$ cat src/rtl/fft8_iter_core.sv
// fft8_iter_core: 8-point radix-2 DIT FFT/IFFT streaming engine built on one time-shared butterfly.
// Define FFT_BITREV_OUT_EN to unload bins in bit-reversed order (0,4,2,6,1,5,3,7).
module fft8_iter_core #(
  parameter int unsigned DATA_W = 16,
  parameter int unsigned TW_W   = 16
) (
  input  logic              clk,
  input  logic              reset,
  input  logic              in_valid,
  output logic              in_ready,
  input  logic [DATA_W-1:0] in_re,
  input  logic [DATA_W-1:0] in_im,
  input  logic              in_inv,
  output logic              out_valid,
  input  logic              out_ready,
  output logic [DATA_W-1:0] out_re,
  output logic [DATA_W-1:0] out_im,
  output logic [2:0]        out_idx,
  output logic              out_last,
  output logic              busy
);

  localparam int unsigned PW = DATA_W + TW_W + 1;
  localparam int unsigned SW = DATA_W + 2;
  localparam logic signed [TW_W-1:0] TW_ONE = {1'b0, {(TW_W - 1){1'b1}}};
  localparam logic signed [TW_W-1:0] TW_C   =
      TW_W'($rtoi(0.70710678 * (2.0 ** (TW_W - 1)) + 0.5));
  localparam logic signed [PW-1:0] RND = PW'(1) << (TW_W - 2);

  typedef enum logic [1:0] {StLoad, StCompute, StUnload} state_e;

  function automatic logic [2:0] bitrev3(input logic [2:0] v);
    return {v[0], v[1], v[2]};
  endfunction

  state_e state_q, state_d;
  logic [2:0] load_cnt_q, unl_cnt_q, step_q;
  logic [1:0] stage_q;
  logic       inv_q;

  logic [DATA_W-1:0] mem_re [8];
  logic [DATA_W-1:0] mem_im [8];

  logic       load_fire, out_fire, issue, last_bf;
  logic [1:0] j, tw_exp;
  logic [2:0] top, bot, rd_addr;

  logic signed [TW_W-1:0] w_re, w_im, w_im_raw;
  logic signed [PW-1:0]   b_re_x, b_im_x, w_re_x, w_im_x, prod_re, prod_im;
  logic signed [SW-1:0]   p_re, p_im;

  logic                 s1_valid_q;
  logic [2:0]           s1_top_q, s1_bot_q;
  logic signed [SW-1:0] s1_a_re_q, s1_a_im_q, s1_p_re_q, s1_p_im_q;
  logic signed [SW-1:0] sum_re, sum_im, dif_re, dif_im;

  assign in_ready  = (state_q == StLoad);
  assign out_valid = (state_q == StUnload);
  assign busy      = (state_q != StLoad);
  assign load_fire = in_valid & in_ready;
  assign out_fire  = out_valid & out_ready;
  assign issue     = (state_q == StCompute) && !step_q[2];
  assign last_bf   = (stage_q == 2'd2) && (step_q == 3'd5);
  assign j         = step_q[1:0];

`ifdef FFT_BITREV_OUT_EN
  assign rd_addr = bitrev3(unl_cnt_q);
`else
  assign rd_addr = unl_cnt_q;
`endif

  assign out_re   = out_valid ? mem_re[rd_addr] : '0;
  assign out_im   = out_valid ? mem_im[rd_addr] : '0;
  assign out_idx  = out_valid ? rd_addr : 3'd0;
  assign out_last = out_valid && (unl_cnt_q == 3'd7);

  always_comb begin
    state_d = state_q;
    unique case (state_q)
      StLoad:    if (load_fire && load_cnt_q == 3'd7) state_d = StCompute;
      StCompute: if (last_bf) state_d = StUnload;
      StUnload:  if (out_fire && unl_cnt_q == 3'd7) state_d = StLoad;
      default:   state_d = StLoad;
    endcase
  end

  // Butterfly j of a stage: span = 1<<stage, twiddle exponent = k*(4/span).
  always_comb begin
    top    = 3'd0;
    tw_exp = 2'd0;
    unique case (stage_q)
      2'd0: begin
        top    = {j, 1'b0};
        bot    = top | 3'd1;
      end
      2'd1: begin
        top    = {j[1], 1'b0, j[0]};
        bot    = top | 3'd2;
        tw_exp = {j[0], 1'b0};
      end
      default: begin
        top    = {1'b0, j};
        bot    = top | 3'd4;
        tw_exp = j;
      end
    endcase
  end

  always_comb begin
    w_re     = TW_ONE;
    w_im_raw = '0;
    unique case (tw_exp)
      2'd0: begin w_re = TW_ONE; w_im_raw = '0;      end
      2'd1: begin w_re = TW_C;   w_im_raw = -TW_C;   end
      2'd2: begin w_re = '0;     w_im_raw = -TW_ONE; end
      default: begin w_re = -TW_C; w_im_raw = -TW_C; end
    endcase
    w_im = inv_q ? -w_im_raw : w_im_raw;
  end

  always_comb begin
    b_re_x  = PW'($signed(mem_re[bot]));
    b_im_x  = PW'($signed(mem_im[bot]));
    w_re_x  = PW'(w_re);
    w_im_x  = PW'(w_im);
    prod_re = b_re_x * w_re_x - b_im_x * w_im_x + RND;
    prod_im = b_re_x * w_im_x + b_im_x * w_re_x + RND;
    if (tw_exp == 2'd0) begin
      // Unity twiddle passes b through exactly, avoiding the (1 - 2^-(TW_W-1)) gain.
      p_re = SW'($signed(mem_re[bot]));
      p_im = SW'($signed(mem_im[bot]));
    end else begin
      p_re = SW'(prod_re >>> (TW_W - 1));
      p_im = SW'(prod_im >>> (TW_W - 1));
    end
  end

  assign sum_re = s1_a_re_q + s1_p_re_q;
  assign sum_im = s1_a_im_q + s1_p_im_q;
  assign dif_re = s1_a_re_q - s1_p_re_q;
  assign dif_im = s1_a_im_q - s1_p_im_q;

  always_ff @(posedge clk or negedge reset) begin
    if (!reset) begin
      state_q    <= StLoad;
      load_cnt_q <= '0;
      unl_cnt_q  <= '0;
      step_q     <= '0;
      stage_q    <= '0;
      inv_q      <= 1'b0;
      s1_valid_q <= 1'b0;
      s1_top_q   <= '0;
      s1_bot_q   <= '0;
      s1_a_re_q  <= '0;
      s1_a_im_q  <= '0;
      s1_p_re_q  <= '0;
      s1_p_im_q  <= '0;
    end else begin
      state_q <= state_d;
      if (load_fire) begin
        load_cnt_q <= load_cnt_q + 3'd1;
        if (load_cnt_q == 3'd0) inv_q <= in_inv;
      end
      if (state_q == StCompute) begin
        if (step_q == 3'd5) begin
          step_q  <= '0;
          stage_q <= last_bf ? 2'd0 : stage_q + 2'd1;
        end else begin
          step_q <= step_q + 3'd1;
        end
      end
      if (out_fire) unl_cnt_q <= unl_cnt_q + 3'd1;
      s1_valid_q <= issue;
      if (issue) begin
        s1_top_q  <= top;
        s1_bot_q  <= bot;
        s1_a_re_q <= SW'($signed(mem_re[top]));
        s1_a_im_q <= SW'($signed(mem_im[top]));
        s1_p_re_q <= p_re;
        s1_p_im_q <= p_im;
      end
    end
  end

  // Storage holds samples in bit-reversed order so the in-place DIT leaves bins in natural order.
  always_ff @(posedge clk) begin
    if (load_fire) begin
      mem_re[bitrev3(load_cnt_q)] <= in_re;
      mem_im[bitrev3(load_cnt_q)] <= in_im;
    end
    if (s1_valid_q) begin
      mem_re[s1_top_q] <= DATA_W'(sum_re >>> 1);
      mem_im[s1_top_q] <= DATA_W'(sum_im >>> 1);
      mem_re[s1_bot_q] <= DATA_W'(dif_re >>> 1);
      mem_im[s1_bot_q] <= DATA_W'(dif_im >>> 1);
    end
  end

endmodule

$ cat config.mk
export PLATFORM = sky130hd
export DESIGN_NAME = fft8_iter_core
export DESIGN_NICKNAME = d
export VERILOG_FILES = /design/src/rtl/fft8_iter_core.sv
export SDC_FILE = /design/constraint.sdc
export NUM_CORES = 2
export LEC_CHECK = 0
export ABC_CLOCK_PERIOD_IN_PS = 15900
export CAP_MARGIN = 15
export CORE_MARGIN = 10
export CORE_UTILIZATION = 50
export CTS_CLUSTER_SIZE = 14
export DETAILED_ROUTE_END_ITERATION = 12
export PLACE_DENSITY = 0.66
export SLEW_MARGIN = 5
export SYNTH_ARGS = -nofsm -noshare
export SYNTH_HDL_FRONTEND = slang
export SYNTH_SLANG_ARGS = --single-unit
$ cat constraint.sdc
create_clock -name clk -period 15.9 [get_ports clk]
set_clock_uncertainty 0.15 [all_clocks]
set_input_delay 4.77 -clock clk [delete_from_list [all_inputs] [get_ports clk]]
set_output_delay 4.77 -clock clk [all_outputs]
set_load 0.01 [all_outputs]
* Word-level counts from Yosys, hierarchy flattened *
Memory sizes are Yosys's and may differ from the RTL's. A register that Yosys moved wholly into a read port is not among the register bits.
Cells that the tools add are included.
W data, S select, Z words.

word-level totals
  RAM bits = 256
  flip-flop bits (word level) = 55
  output and inout port bits = 39
  word-level logic and storage cells = 81
  memories = 2
  input port bits = 37

memory list
  name    depth  bits a word  read ports  clocked after Yosys merged registers in  write ports  RTL line  RTL
  mem_im  8      16           3           1                                        3            42        logic [DATA_W-1:0] mem_im [8];
  mem_re  8      16           3           1                                        3            41        logic [DATA_W-1:0] mem_re [8];

operators by class
  muxes and demuxes = 21
  reduce and logical (&&, ||, !) cells = 16
  multipliers = 4
  eq/ne operators = 12
  bitwise logic cells = 2
  add/sub/neg operators = 13

operators with widths
  cell                      number
  $mul A16 B16 Y32          4
  $add A32 B16 Y32 const B  2
  $mux W16                  3
  $pmux W16 S3              1
  $add A16 B17 Y17          2
  $mux W17                  2
  $sub A16 B17 Y17          2
  $add A32 B32 Y32          1
  $pmux W16 S2              1
  $sub A32 B32 Y32          1
  $neg A16 Y16              1
  $pmux W3 S2               2
  $add A3 B1 Y3 const B     3
  $eq A3 B3 Y1 const B      3
  $mux W2                   4
  $eq A2 B1 Y1 const B      3
  $eq A2 B2 Y1 const B      3
  $logic_not A2 Y1          3
  $mux W3                   2
  $pmux W2 S3               1
  $logic_and A1 B1 Y1       5
  $mux W1                   4
  $ne A2 B1 Y1 const B      2
  $pmux W2 S2               1
  other kinds (8)           12

* Longest topological paths before layout *
  depth after elaboration = 10
  mapped depth = 41
  mapped depth without buffers = 36

* Least setup slack after synthesis *
Ideal clock, no wire load.

  path type = reg-to-reg
  start = register stage_q[1]
  end = register s1_p_im_q[15]
  required time = 15.615 ns
  stages on the path, launching flop included = 35
  library setup time = 0.135 ns
  path slack = 6.342 ns
  period minus slack after synthesis = 9.558 ns
  path buffers = 5
  data arrival time = 9.273 ns
  cell sequence = dfrtp_1 buf_4 clkbuf_1 and2_0 clkbuf_1 a21oi_1 inv_1 ha_1 clkbuf_1 or2_2 clkbuf_1 inv_1 fa_1 inv_1 fa_1 inv_1 fa_1 fa_1 fa_1 fa_1 fa_1 inv_1 fa_1 inv_1 ha_1 a21oi_1 nor2b_1 o21ai_0 nand2b_1 a21oi_1 a21oi_4 a221o_1 nor2_1 xor2_1 a31oi_1

between the ends
  word-level cells in the longest chain between the ends = 10
  elaborated cells on any way between the ends = 18
  classes of those cells = add/sub: 3; mul: 2; eq/ne: 3; mux: 6; reduce/logical: 2; memory: 2

RTL lines
  element                                                  RTL line  RTL
  from (decl)                                              38        logic [1:0] stage_q;
  from (signal assigned)                                   167       stage_q <= last_bf ? 2'd0 : stage_q + 2'd1;
  $eq A2 B1 Y1 / $logic_not A2 Y1 (equally long branches)  91        unique case (stage_q)
  $pmux W2 S2                                              91
  $eq A2 B2 Y1 / $logic_not A2 Y1 (equally long branches)  112, 128
  $pmux W16 S2                                             112       unique case (tw_exp)
  $neg A16 Y16                                             118       w_im = inv_q ? -w_im_raw : w_im_raw;
  $mux W16                                                 118
  $mul A16 B16 Y32                                         127       prod_im = b_re_x * w_im_x + b_im_x * w_re_x + RND;
  $add A32 B32 Y32                                         127
  $add A32 B16 Y32                                         127
  $mux W17 *                                               128       if (tw_exp == 2'd0) begin
  to (signal assigned)                                     180       s1_p_im_q <= p_im;
  to (decl)                                                54        logic signed [SW-1:0] s1_a_re_q, s1_a_im_q, s1_p_re_q, s1_p_im_q;

Mark *: on every way between the ends. The rest lies on a longest branch, timed or not.
A chain may end at the register's enable or synchronous reset.

* Worst setup path after layout *
  start = register stage_q[1]
  end = register s1_p_re_q[16]

between the ends
  word-level cells in the longest chain between the ends = 10
  elaborated cells on any way between the ends = 18
  classes of those cells = add/sub: 3; mul: 2; eq/ne: 3; mux: 6; reduce/logical: 2; memory: 2

RTL lines
  element                                                  RTL line  RTL
  $eq A2 B1 Y1 / $logic_not A2 Y1 (equally long branches)  91
  $pmux W2 S2                                              91
  $eq A2 B2 Y1 / $logic_not A2 Y1 (equally long branches)  112, 128
  $pmux W16 S2                                             112
  $neg A16 Y16                                             118
  $mux W16                                                 118
  $mul A16 B16 Y32                                         126       prod_re = b_re_x * w_re_x - b_im_x * w_im_x + RND;
  $sub A32 B32 Y32                                         126
  $add A32 B16 Y32                                         126
  $mux W17 *                                               128
  to (signal assigned)                                     179       s1_p_re_q <= p_re;
  to (decl)                                                54

Marked as above.

==> impl_metrics.ini <==
[run_status]
status = finished, final reports clean

[synth]
synth_top_cells_by_count = inv_1 (1375), fa_1 (1088), nand2_1 (464)
yosysWarnings = 0
syn_avg_cell_area_um2 = 9.72
synthCells = 6184
synth-seq-cells = 343
yosysMostFrequentCell = inv_1
ys_seq_area_share_pct = 16.4
synth-async-reset-ratio_pct = 25.4
netlist_area_mm2 = 0.0601
synth_area_leaders = fa_1 (36%), edfxtp_1 (13%), inv_1 (8.6%)
yosys.area.top_type = fa_1
ys.flop_type = edfxtp_1
synth_nets = 7694
synth_edf_count = 256
synth_cell_types = 76
synth_top_area_share_pct = 36.2

[setup_path]
crit_arrival_ns = 12.25
cp.required_ns = 16.19
critPathBufInv = 9
crit_type = flip-flop to flip-flop
reg2reg_from = stage_q[1]
cp_slowest_cell = buf_4
cp_max_fo = 47
worst_setup_path_start_kind = flip-flop
critPathMaxStageDelay_ns = 0.68
cp_top_family = adder cells
cpMostUsedCell = fa_1
crit_path_end_kind = flip-flop
crit_path_start = stage_q[1]

[die]
io_pins = 76
die-area_mm2 = 0.135
dieHeight_um = 367
die_w_um = 367
coreArea_mm2 = 0.120
initial_core_util_pct = 50.3
rows = 127

[cts]
cts_tree = done
clk_path_buf_depth = 3
clkSlewWorstSetupHoldPaths_ns = 0.06
cts_buffers = 43
post_cts_buffers = 0
clock_latency_ns = 0.62
cts_hold_buf = 0
htreeDepth = 2
cts_sinks = 343
cts_resized = 0
root_buffer = clkbuf_16

[route]
vias_per_cell = 6.03
drt.antenna.violating_nets = 0
wl_um = 210000
drc = 0
num_vias = 46738
wl_per_cell_um = 27.1
drt_iter0_drc = 5614
firstDrtPassIters = 8

[sta]
rsz0062_at_grt = false
setup_ws_ns = 3.95
slew_headroom_pct = 9.84
setup_violations = 0
slew_viol_final = 0
min_period_ns = 11.95
hold_viol = 0
fmax_ghz = 0.0837
tns_ns = 0
finalCritPeriodShare_pct = 75.2
worst_slew_pin_slew_ns = 1.34

[finish]
nNetsFinal = 7607
multi_input_area_mm2 = 0.0440
synthToLayoutAreaGrowth_pct = 6.95
seqCellArea_mm2 = 0.00988
drive_gt1_share_pct = 8.07
fillCellCount = 10640
stdcell_count = 7746

[grt]
grt_overflow = 0
met3_usage_pct = 9.82
busiest_layer = met2
grt_use_met2_pct = 46.1
grt_pass1_wl_um = 313000
grt_pass1_vias = 48054
track_usage_pct = 31.0
gr-usage-met1_pct = 41.5
antenna_found_initial = 6
grt_max_degree = 70

[run]
maxCapViolations = 0

[placed_design]
gp_congestion = 0.978
place_ws_ns = 4.20
dp.cells = 7662
post-dp-hpwl_um = 160000
io_buffers = 75

[min_path]
min_from = state_q[1]
hold_path.class = flip-flop to flip-flop
layout by cell type, fill, tap and decap left out, drive strengths merged, types with 20 or more instances in the layout:
cell type / n
o21ai: 332
xor2: 30
inv: 1382
mux4: 139
clkbuf: 56
buf: 134
clkdlybuf4s50: 74
a21oi: 267
nand2: 464
nor2: 417
a31oi: 23
o211ai: 128
xnor2: 110
a21o: 46
nor3: 35
dfrtp: 87
o221ai: 81
nand2b: 107
o22ai: 81
mux2: 21
fa: 1088
mux2i: 53
nor2b: 26
nand3: 29
a22oi: 20
or2: 55
edfxtp: 256
ha: 385
and2: 37
stage by stage:
| step | utilization, % | cell area [um^2] | hold WS (ns) |
|---|---|---|---|
| CTS | 53.7 | 64300 | 0.352 |
| global placement | 52.5 | 62800 | 0.327 |
| detailed placement | 52.5 | 62800 | 0.338 |
| finish | 53.8 | 64300 | 0.353 |
| global route | 53.7 | 64300 | 0.379 |
| floorplan | - | 60100 | 0.294 |
per-layer routing:
layer	vias up	routed length, um
li1	19658	-
met1	23504	79600
met2	2952	90600
met3	618	27100
met4	6	12200
met5	-	44
cells by family (layout without fill, tap and decap cells):
kind of cell    count (synthesis)  in the layout  share of synthesized area, %
xor+xnor                      140            140                          2.04
simple gates                 1209           1209                          8.81
buf+inv                      1718           1666                          10.8
fa+ha+maj                    1474           1474                          44.2
mux                           213            213                          6.48
other cells                     0              2                             0
compound gates               1087           1087                          11.2
flops                         343            343                          16.4
area by class of cell:
type,count,area share [%]
inverter,1377,8.04
clock inverter,25,0.432
antenna,2,0.00778
timing repair buffer,209,2.73
clock buffer,55,1.87
tap,1612,3.14
sequential,343,15.4
multi-input combinational,4123,68.4
flip-flops by register name, summed over array words and instances (netlist names):
register and flops:
inv_q 1, s1_p_re_q 17, mem_re 128, s1_a_im_q 16, step_q 3, s1_top_q 3, s1_valid_q 1, stage_q 2
rd_addr 3, state_q 2, s1_bot_q 3, s1_a_re_q 16, load_cnt_q 3, mem_im 128, s1_p_im_q 17
final timing paths:
path,cells after the start,to,slack [ns]
max,34,s1_p_re_q[16],3.95
min,1,state_q[0],0.35
max reg2reg,34,s1_p_re_q[16],3.95
min reg2reg,1,state_q[0],0.35
max in group asynchronous,2,stage_q[1],10.15
min in group asynchronous,1,s1_p_im_q[10],3.95
worst register-to-register path, delay by kind of cell (launching register included):
| family | cells | cell delay, ns |
|---|---|---|
| xor gates and xnor gates | 1 | 0.17 |
| AOI/OAI and AO/OA | 9 | 2.82 |
| and+or+nand+nor | 4 | 1.17 |
| DFF | 1 | 0.39 |
| muxes | 2 | 0.45 |
| buffers and inverters | 9 | 2.30 |
| adders and majority gates | 9 | 4.35 |
Power is left out: the tool's default activity adds up to more than one toggle a clock period on the data nets, which glitch-free logic cannot reach.
